### src/rtl/tetris_pkg.sv
// Shared types and constants for the active-piece movement path.
// Optional hard drop is enabled by defining HARD_DROP_EN.
package tetris_pkg;

  localparam int POS_W = 9;

  localparam logic [POS_W-1:0] STEP    = 9'd16;
  localparam logic [POS_W-1:0] SPAWN_X = 9'd298;
  localparam logic [POS_W-1:0] SPAWN_Y = 9'd59;

  typedef enum logic [2:0] {
    IDLE,
    WAIT,
    DECIDE,
    LOCK,
    SPAWN_CHK,
    OVER
  } state_e;

  typedef enum logic [1:0] {
    MV_DOWN,
    MV_LEFT,
    MV_RIGHT,
    MV_HARD
  } dir_e;

  typedef struct packed {
    logic [POS_W-1:0] h;
    logic [POS_W-1:0] v;
  } pos_t;

  // Hard drop steps downward like a soft drop; wrap is modulo 512.
  function automatic pos_t step_pos(
    input pos_t p,
    input dir_e d
  );
    pos_t r;
    r = p;
    unique case (d)
      MV_LEFT:  r.h = p.h - STEP;
      MV_RIGHT: r.h = p.h + STEP;
      default:  r.v = p.v + STEP;
    endcase
    return r;
  endfunction

endpackage

### src/rtl/move_req_arbiter.sv
// Pending move flags with down > left > right priority.
// HARD_DROP_EN adds a hard-drop flag above all others.
module move_req_arbiter
  import tetris_pkg::*;
(
  input  logic clock,
  input  logic reset_n,
  input  logic game_en,
  input  logic req_down,
  input  logic req_left,
  input  logic req_right,
`ifdef HARD_DROP_EN
  input  logic req_hard,
`endif
  input  logic serviced,
  input  logic flush,
  output dir_e dir,
  output logic valid
);

  logic pend_down;
  logic pend_left;
  logic pend_right;
  logic pend_hard;

  logic set_down;
  logic set_left;
  logic set_right;
  logic set_hard;

  logic g_down;
  logic g_left;
  logic g_right;
  logic g_hard;

  assign set_down  = game_en & req_down;
  assign set_left  = game_en & req_left;
  assign set_right = game_en & req_right;

`ifdef HARD_DROP_EN
  assign set_hard = game_en & req_hard;
`else
  assign set_hard = 1'b0;
`endif

  // One-hot grants so the decoder below never sees overlap.
  assign g_hard  = pend_hard;
  assign g_down  = pend_down & ~pend_hard;
  assign g_left  = pend_left & ~pend_down & ~pend_hard;
  assign g_right = pend_right & ~pend_left
                 & ~pend_down & ~pend_hard;

  always_comb begin
    valid = g_hard | g_down | g_left | g_right;
    dir   = MV_DOWN;
    unique case (1'b1)
      g_hard:  dir = MV_HARD;
      g_down:  dir = MV_DOWN;
      g_left:  dir = MV_LEFT;
      g_right: dir = MV_RIGHT;
      default: dir = MV_DOWN;
    endcase
  end

  // A new pulse in the servicing cycle re-arms its flag.
  always_ff @(posedge clock) begin
    if (!reset_n) begin
      pend_down  <= 1'b0;
      pend_left  <= 1'b0;
      pend_right <= 1'b0;
      pend_hard  <= 1'b0;
    end else if (flush) begin
      pend_down  <= 1'b0;
      pend_left  <= 1'b0;
      pend_right <= 1'b0;
      pend_hard  <= 1'b0;
    end else begin
      pend_down  <= set_down
                  | (pend_down & ~(serviced & g_down));
      pend_left  <= set_left
                  | (pend_left & ~(serviced & g_left));
      pend_right <= set_right
                  | (pend_right & ~(serviced & g_right));
      pend_hard  <= set_hard
                  | (pend_hard & ~(serviced & g_hard));
    end
  end

endmodule

### src/rtl/piece_move_ctrl.sv
// Active-piece mover: candidate, collision verdict, commit/lock.
// HARD_DROP_EN adds btn_hard and repeated down checks.
module piece_move_ctrl
  import tetris_pkg::*;
#(
  parameter int CHK_LAT = 1
) (
  input  logic             clock,
  input  logic             reset_n,
  input  logic             game_en,
  input  logic             tick_drop,
  input  logic             btn_left,
  input  logic             btn_right,
  input  logic             btn_down,
`ifdef HARD_DROP_EN
  input  logic             btn_hard,
`endif
  output logic [POS_W-1:0] cand_hori,
  output logic [POS_W-1:0] cand_verti,
  input  logic             collision,
  output logic [POS_W-1:0] piece_hori,
  output logic [POS_W-1:0] piece_verti,
  output logic             lock_valid,
  output logic [POS_W-1:0] lock_hori,
  output logic [POS_W-1:0] lock_verti,
  input  logic             lock_ready,
  output logic             game_over
);

  localparam logic [2:0] LAT    = 3'(CHK_LAT);
  localparam logic [2:0] LAT_M1 = 3'(CHK_LAT - 1);
  localparam pos_t SPAWN = '{h: SPAWN_X, v: SPAWN_Y};

  state_e state;
  state_e state_n;

  pos_t piece_q;
  pos_t piece_n;
  pos_t cand_q;
  pos_t cand_n;
  pos_t lock_q;
  pos_t lock_n;

  logic       lv_q;
  logic       lv_n;
  logic       over_q;
  logic       over_n;
  logic [2:0] cnt_q;
  logic [2:0] cnt_n;
  dir_e       dir_q;
  dir_e       dir_n;

  dir_e req_dir;
  logic req_valid;
  logic serviced;
  logic flush;

  logic wait_done;
  logic spawn_done;
  logic down_move;
  logic hard_step;

  move_req_arbiter u_arb (
    .clock     (clock),
    .reset_n   (reset_n),
    .game_en   (game_en),
    .req_down  (tick_drop | btn_down),
    .req_left  (btn_left),
    .req_right (btn_right),
`ifdef HARD_DROP_EN
    .req_hard  (btn_hard),
`endif
    .serviced  (serviced),
    .flush     (flush),
    .dir       (req_dir),
    .valid     (req_valid)
  );

  assign wait_done  = (cnt_q == LAT_M1);
  assign spawn_done = (cnt_q == LAT);

`ifdef HARD_DROP_EN
  assign hard_step = (dir_q == MV_HARD);
  assign down_move = (dir_q == MV_DOWN) | hard_step;
`else
  assign hard_step = 1'b0;
  assign down_move = (dir_q == MV_DOWN);
`endif

  always_ff @(posedge clock) begin
    if (!reset_n) begin
      state <= IDLE;
    end else begin
      state <= state_n;
    end
  end

  always_comb begin
    state_n = state;
    unique case (state)
      IDLE: begin
        if (req_valid) state_n = WAIT;
      end
      WAIT: begin
        if (wait_done) state_n = DECIDE;
      end
      DECIDE: begin
        if (!collision) begin
          state_n = hard_step ? WAIT : IDLE;
        end else if (down_move) begin
          state_n = LOCK;
        end else begin
          state_n = IDLE;
        end
      end
      LOCK: begin
        if (lock_ready) state_n = SPAWN_CHK;
      end
      SPAWN_CHK: begin
        if (spawn_done) begin
          state_n = collision ? OVER : IDLE;
        end
      end
      OVER:    state_n = OVER;
      default: state_n = IDLE;
    endcase
  end

  always_comb begin
    piece_n  = piece_q;
    cand_n   = cand_q;
    lock_n   = lock_q;
    lv_n     = lv_q;
    over_n   = over_q;
    cnt_n    = cnt_q;
    dir_n    = dir_q;
    serviced = 1'b0;
    flush    = 1'b0;
    unique case (state)
      IDLE: begin
        if (req_valid) begin
          serviced = 1'b1;
          dir_n    = req_dir;
          cnt_n    = 3'd0;
          cand_n   = step_pos(piece_q, req_dir);
        end else begin
          cand_n = piece_q;
        end
      end
      WAIT: begin
        if (!wait_done) cnt_n = cnt_q + 3'd1;
      end
      DECIDE: begin
        if (!collision) begin
          piece_n = cand_q;
          // Hard drop chains the next cell check straight away.
          if (hard_step) begin
            cand_n = step_pos(cand_q, MV_HARD);
            cnt_n  = 3'd0;
          end
        end else if (down_move) begin
          lock_n = piece_q;
          lv_n   = 1'b1;
        end else begin
          cand_n = piece_q;
        end
      end
      LOCK: begin
        if (lock_ready) begin
          lv_n    = 1'b0;
          piece_n = SPAWN;
          cand_n  = SPAWN;
          cnt_n   = 3'd0;
          flush   = 1'b1;
        end
      end
      SPAWN_CHK: begin
        if (spawn_done) begin
          if (collision) over_n = 1'b1;
        end else begin
          cnt_n = cnt_q + 3'd1;
        end
      end
      OVER: begin
        over_n = 1'b1;
      end
      default: begin
        cand_n = piece_q;
      end
    endcase
  end

  always_ff @(posedge clock) begin
    if (!reset_n) begin
      piece_q <= SPAWN;
      cand_q  <= SPAWN;
      lock_q  <= '0;
      lv_q    <= 1'b0;
      over_q  <= 1'b0;
      cnt_q   <= 3'd0;
      dir_q   <= MV_DOWN;
    end else begin
      piece_q <= piece_n;
      cand_q  <= cand_n;
      lock_q  <= lock_n;
      lv_q    <= lv_n;
      over_q  <= over_n;
      cnt_q   <= cnt_n;
      dir_q   <= dir_n;
    end
  end

  assign cand_hori   = cand_q.h;
  assign cand_verti  = cand_q.v;
  assign piece_hori  = piece_q.h;
  assign piece_verti = piece_q.v;
  assign lock_valid  = lv_q;
  assign lock_hori   = lock_q.h;
  assign lock_verti  = lock_q.v;
  assign game_over   = over_q;

endmodule

### config.mk
export PLATFORM = sky130hd
export DESIGN_NAME = piece_move_ctrl
export DESIGN_NICKNAME = d
export VERILOG_FILES = /design/src/rtl/tetris_pkg.sv /design/src/rtl/move_req_arbiter.sv /design/src/rtl/piece_move_ctrl.sv
export SDC_FILE = /design/constraint.sdc
export NUM_CORES = 1
export LEC_CHECK = 0
export CORE_ASPECT_RATIO = 0.7
export CORE_MARGIN = 1
export CORE_UTILIZATION = 46
export DETAILED_ROUTE_END_ITERATION = 10
export GPL_TIMING_DRIVEN = 0
export HOLD_SLACK_MARGIN = 0.08
export PLACE_DENSITY_LB_ADDON = 0.25
export SETUP_SLACK_MARGIN = 0.1
export SLEW_MARGIN = 10
export SYNTH_ARGS = -nofsm -noshare
export SYNTH_HDL_FRONTEND = slang
export SYNTH_SLANG_ARGS = --single-unit
### constraint.sdc
create_clock -name clock -period 2.05 [get_ports clock]
set_input_delay 0.205 -clock clock [delete_from_list [all_inputs] [get_ports clock]]
set_output_delay 0.205 -clock clock [all_outputs]
set_load 0.02 [all_outputs]
Yosys cells after proc, flatten, opt, wreduce, memory -nomap -nowiden --
Index checks and enable logic that the tools add are counted.
Word-level totals: register bits after elaboration 68, input port bits 9, logic and storage cells 122
Cells by class: add/sub/neg operators 4, equality and inequality tests 19, multiplexer cells 34, bitwise gates (word level) 33, reductions and logical operators 17
Operator list (number):
- two-way mux 18 bit | 5
- case mux 18 bit (4 select lines) | 1
- case mux 18 bit (2 select lines) | 1
- two-way mux 3 bit | 9
- != test 2 bit, second input constant | 11
- adder 9 x 5 -> 9 bit, second input constant | 2
- case mux 3 bit (6 select lines) | 1
- case mux 9 bit (2 select lines) | 1
- AND 1 bit | 17
- case mux 3 bit (4 select lines) | 1
- AND reduction 4 bit | 3
- two-way mux 1 bit | 9
- two-way mux 9 bit | 1
- NOT 1 bit | 9
- AND reduction 3 bit | 3
- subtractor 9 x 5 -> 9 bit, second input constant | 1
- bitwise OR 1 bit | 7
- equality test 3 x 1 -> 1 bit, second input constant | 2
- equality test 3 x 2 -> 1 bit, second input constant | 2
- equality test 3 bit, second input constant | 2
- logical NOT 3 bit | 2
- case mux 2 bit (3 select lines) | 1
- AND reduction 5 bit | 1
- two-way mux 2 bit | 2
- other kinds (10) | 13

Logic depth before layout (Yosys ltp) --
depth in word-level cells 11, mapped depth 11, mapped depth without buffers 11

Cells and area by module --
From an unflattened synthesis, not the netlist that was laid out.
Unflattened totals: cell total of the unflattened synthesis 366, area, all modules 3121.7 sq um
By module, submodules not included:
- piece_move_ctrl | times used 1, cells each 345, area an instance 2935.3 sq um, seq. area each 1281.2 sq um
- move_req_arbiter | times used 1, cells each 21, area an instance 186.4 sq um, seq. area each 80.1 sq um

Worst setup path after synthesis --
Ideal clock, no wire load.
path kind reg2reg, start point register u_arb.pend_down, end point register cand_q, in the netlist cand_hori[8], arrival time 2.014 ns, required time 1.976 ns, slack -0.039 ns, cell stages (with the launch flop) 11, path buffers 0, cells stage by stage dfxtp_1 -> nor2_1 -> a21oi_1 -> inv_1 -> ha_1 -> fa_1 -> nand2b_1 -> a21oi_1 -> xnor2_1 -> or3_1 -> a31oi_1
Between the ends: cells in the longest elaborated chain, start to end 8
RTL lines:
- start, declared | line move_req_arbiter.sv:21 | logic pend_down;
- start signal, assigned | line move_req_arbiter.sv:78 | pend_down <= set_down
- NOT 1 bit (*) | line move_req_arbiter.sv:49, move_req_arbiter.sv:51
- AND 1 bit (on tied branches) (2 in series) | line move_req_arbiter.sv:51, move_req_arbiter.sv:49
- case mux 2 bit (3 select lines) (*) | line move_req_arbiter.sv:56 | unique case (1'b1)
- named net req_dir[1] | line piece_move_ctrl.sv:53 | dir_e req_dir;
- equality test 2 bit / equality test 2 x 1 -> 1 bit (equally long branches) | line tetris_pkg.sv:39 | unique case (d)
- case mux 9 bit (2 select lines) (*) | line tetris_pkg.sv:39
- two-way mux 18 bit (*) | line piece_move_ctrl.sv:141 | if (req_valid) begin
- case mux 18 bit (4 select lines) (*) | line piece_move_ctrl.sv:139 | unique case (state)
- end signal, assigned | line piece_move_ctrl.sv:204 | cand_q <= cand_n;
- end, declared | line piece_move_ctrl.sv:39 | pos_t cand_q;
Mark *: on every way through the listed nets, which the timed path passes. The rest lies on a longest branch. A chain may end at the register's enable or synchronous reset.

Worst setup path in the final report --
start point register u_arb.pend_left, end point register cand_q, in the netlist cand_hori[8]
Between the ends: cells in the longest elaborated chain, start to end 9
RTL lines:
- start, declared | line move_req_arbiter.sv:22 | logic pend_left;
- start signal, assigned | line move_req_arbiter.sv:80 | pend_left <= set_left
- NOT 1 bit | line move_req_arbiter.sv:50 | assign g_right = pend_right & ~pend_left
- AND 1 bit | line move_req_arbiter.sv:50
- AND 1 bit (2 in series) | line move_req_arbiter.sv:51 | & ~pend_down & ~pend_hard;
- case mux 2 bit (3 select lines) (*) | line move_req_arbiter.sv:56
- named net req_dir[1] | line piece_move_ctrl.sv:53
- equality test 2 bit / equality test 2 x 1 -> 1 bit (equally long branches) | line tetris_pkg.sv:39
- case mux 9 bit (2 select lines) (*) | line tetris_pkg.sv:39
- two-way mux 18 bit (*) | line piece_move_ctrl.sv:141
- case mux 18 bit (4 select lines) (*) | line piece_move_ctrl.sv:139
Marked as above.

==> results_dict.tcl <==
set metrics [dict create \
    numPortBuffers 64 \
    power_density_mw_per_mm2 1064 \
    drive_above_1_share_pct 12.47 \
    clk_latency_ns 0.36 \
    areaGrowthSynthToFinish_pct 35.99 \
    preCtsSetupSlack_ns -0.3802 \
    placed_area_mm2 0.003774 \
    reg2reg_to "cand_hori[8]" \
    synth_cell_types 44 \
    cpMaxStageDelayCell "dfxtp_4" \
    holdPathEnd "u_arb.pend_left" \
    ir_drop_mv 0.5214 \
    avgSynthCellArea_um2 8.424 \
    reg2reg_depth 10 \
    grt_pass1_vias 2666 \
    tritoncts "built" \
    synth_top_family_by_area "compound AO/OA/AOI/OAI gates" \
    ff2ff_setup_slack_ns -0.06 \
    num_io_pins 65 \
    crit_path_frequent_cell "a21oi_2" \
    layout_setup_ws_ns -0.06375 \
    ant_nets 0 \
    setup_tns_ns -0.06375 \
    post-route-util_pct 65.53 \
    clk_path_buf_depth 2 \
    cp.arrival_ns 2.40 \
    cp_slowest_stage_delay_ns 0.39 \
    worstHoldStart "btn_left" \
    fmax_mhz 473.1 \
    hold_depth 3 \
    grt_max_degree 14 \
    yosys.area_share.adder_pct 3.972 \
    syn_area_mm2 0.003024 \
    route.vias.total 2943 \
    drc 0 \
    routed_wl_um 8341 \
    startpoint_type "flop" \
    async_flop_share_pct 0 \
    synth_compound_area_share_pct 23.50 \
    rsz0062_at_grt "yes" \
    syn-num-nets 377 \
    setup_viol 1 \
    violations "setup timing" \
    grt-ovfl-total 0 \
    avgRoutedWirePerCell_um 16.07 \
    leakagePower_nw 1.494 \
    grt_pass1_wl_um 13560 \
    crit_path_end_kind "flop" \
    slew_violations 0 \
    finalInstanceArea_mm2 0.004113 \
    path_clk_slew_ns 0.08 \
    h-tree-depth 3 \
    reg2reg_from "u_arb.pend_left" \
    start_util_pct 48.19 \
    vias_per_cell 5.671 \
    crit_path_cell_trace "nor2_2 > a21oi_2 > inv_2 > ha_4 > fa_2 > nand2b_4 > a21oi_2 > xnor2_2 > or3_1 > a31oi_1" \
    std_cell_rows 24 \
    antenna_found_initial 0 \
    maxCapViolCount 0 \
    post-route-period-util_pct 103.1 \
    hold_viol_final 0 \
    synth_ff_type "dfxtp_1" \
    status "finished, violations left" \
    worstMarginPinSlew_ns 0.6795 \
    die-area_mm2 0.006908 \
    synth-simple-area-share_pct 21.18 \
    core_area_mm2 0.006276 \
    die_h_um 69.84 \
    first_pass_iters 6 \
    synthCells 359 \
    slew_headroom_pct 54.33 \
    synth-xor-area-share_pct 1.448 \
    critPathKind "reg2reg" \
    die_width_um 98.91 \
    min_period_ns 2.114 \
    gp_congestion 0.8684 \
    nets 454 \
    cts_root_buffer "clkbuf_8" \
    yosysWarnings 0 \
    grt_usage_pct 25.48 \
    ys_seq_area_share_pct 45.01 \
    drtIter0Drc 229 \
    cp_data_required_time_ns 2.34 \
    cts_buffers 9 \
    crit_start "u_arb.pend_left" \
    path_max_fanout 5 \
    synth-seq-cells 68 \
    antenna_cells 0 \
    synth-edff-count 0 \
    hold_class "in2reg" \
    dp_hpwl_um 5828 \
    fin_worst_skew_ns 0.01247 \
    muxShareOfSynthArea_pct 0.6620 \
    clock_sinks 68 \
    p_total_mw 4.375 \
]
==> final cells by class <==
type	count	area, um^2
plain buffers	22	106.4
clock buffers	9	123.9
clock inverters	7	98.84
well taps	78	97.59
fillers	536	2163
flip-flops and latches	68	1370
repair buffers	66	655.6
inverters	9	33.78
multi-input cells	260	1627
==> cells by family (layout without fill, tap and decap cells) <==
family                   after synthesis  count (layout)
AO/OA/AOI/OAI                        105             105
buffers and inverters                 31             113
AND/OR/NAND/NOR                      139             139
XOR/XNOR                               5               5
adder cells (fa/ha/maj)                9               9
flip-flops                            68              68
multiplexers                           2               2
==> state kept, by name (all words and copies together) (netlist names) <==
register	count
lock_verti	9
cnt_q	3
u_arb.g_hard	1
state	3
cand_verti	9
piece_verti	9
piece_hori	9
u_arb.pend_down	1
dir_q	2
lock_valid	1
u_arb.pend_right	1
lock_hori	9
cand_hori	9
game_over	1
u_arb.pend_left	1
==> per-stage QoR <==
stage               hold slack (ns)  cells
floorplan                    0.3335    359
global placement             0.4522    501
detailed placement           0.4567    501
CTS                          0.4169    517
global route                 0.4472    519
finish                       0.4186    519
==> cell usage after synthesis (4+ instances only) <==
cell	count	area, um^2
dfxtp_1	68	1361
nand2_1	64	240.2
o211ai_1	6	45.04
nor3_1	10	50.05
clkbuf_1	16	60.06
nor3b_1	5	37.54
o21ai_0	22	110.1
nor2b_1	5	31.28
nand3_1	12	60.06
a21oi_1	17	85.08
xor2_1	4	35.03
a31oi_1	4	25.02
ha_1	8	100.1
a21boi_0	22	165.2
inv_1	9	33.78
nand2b_1	5	31.28
o22ai_1	7	43.79
nor2_1	22	82.58
or3_1	6	37.54
a22o_1	9	78.83
==> worst max path at each step <==
stage                          to  slack, ns
floorplan            cand_hori[8]       0.11
global placement     cand_hori[6]      -0.32
detailed placement  piece_hori[6]      -0.38
CTS                  cand_hori[8]      -0.04
global route         cand_hori[8]      -0.18
finish               cand_hori[8]      -0.06
==> cells in the final DEF (no fill, tap or decap), types with 9 or more instances in the layout <==
cell,Yosys,layout
clkbuf_8,0,9
o21ai_0,22,22
nor2_1,22,18
a21boi_0,22,22
nand3_1,12,12
clkbuf_1,16,9
a22o_1,9,9
dfxtp_1,68,65
nor3_1,10,9
a21oi_1,17,14
nand2_1,64,62
clkdlybuf4s50_1,0,64
==> routing by layer <==
| layer | routed length (um) | track usage, % | up-vias | part of all wire, % |
|---|---|---|---|---|
| met5 | 0 | 0 | - | 0 |
| met4 | 123 | 7.463 | 0 | 1.5 |
| met3 | 513 | 6.653 | 12 | 6.2 |
| met2 | 3610 | 39.01 | 120 | 43 |
| met1 | 4093 | 35.28 | 1391 | 49 |
| li1 | - | - | 1420 | - |
==> what timing repair did <==
item	CTS	global route
pin swaps	1	4
resized for setup	15	18
setup buffers	0	2
hold buffers	0	0
endpoints found under the setup margin	41	36
==> worst max-delay path, delay by kind of cell (launching register included) <==
family	cells	cell delay, ns
compound gates	3	0.46
buf+inv	1	0.06
fa+ha+maj	2	0.50
flops	1	0.39
simple gates	3	0.52
xor+xnor	1	0.10
==> report_power, final <==
part / total, mW / switching, mW / internal (mW)
logic: 1.51 / 0.900 / 0.606
registers: 1.62 / 0.145 / 1.47
clock network: 1.25 / 0.559 / 0.693
total: 4.37 / 1.60 / 2.77
(Power assumes the default switching activity.)
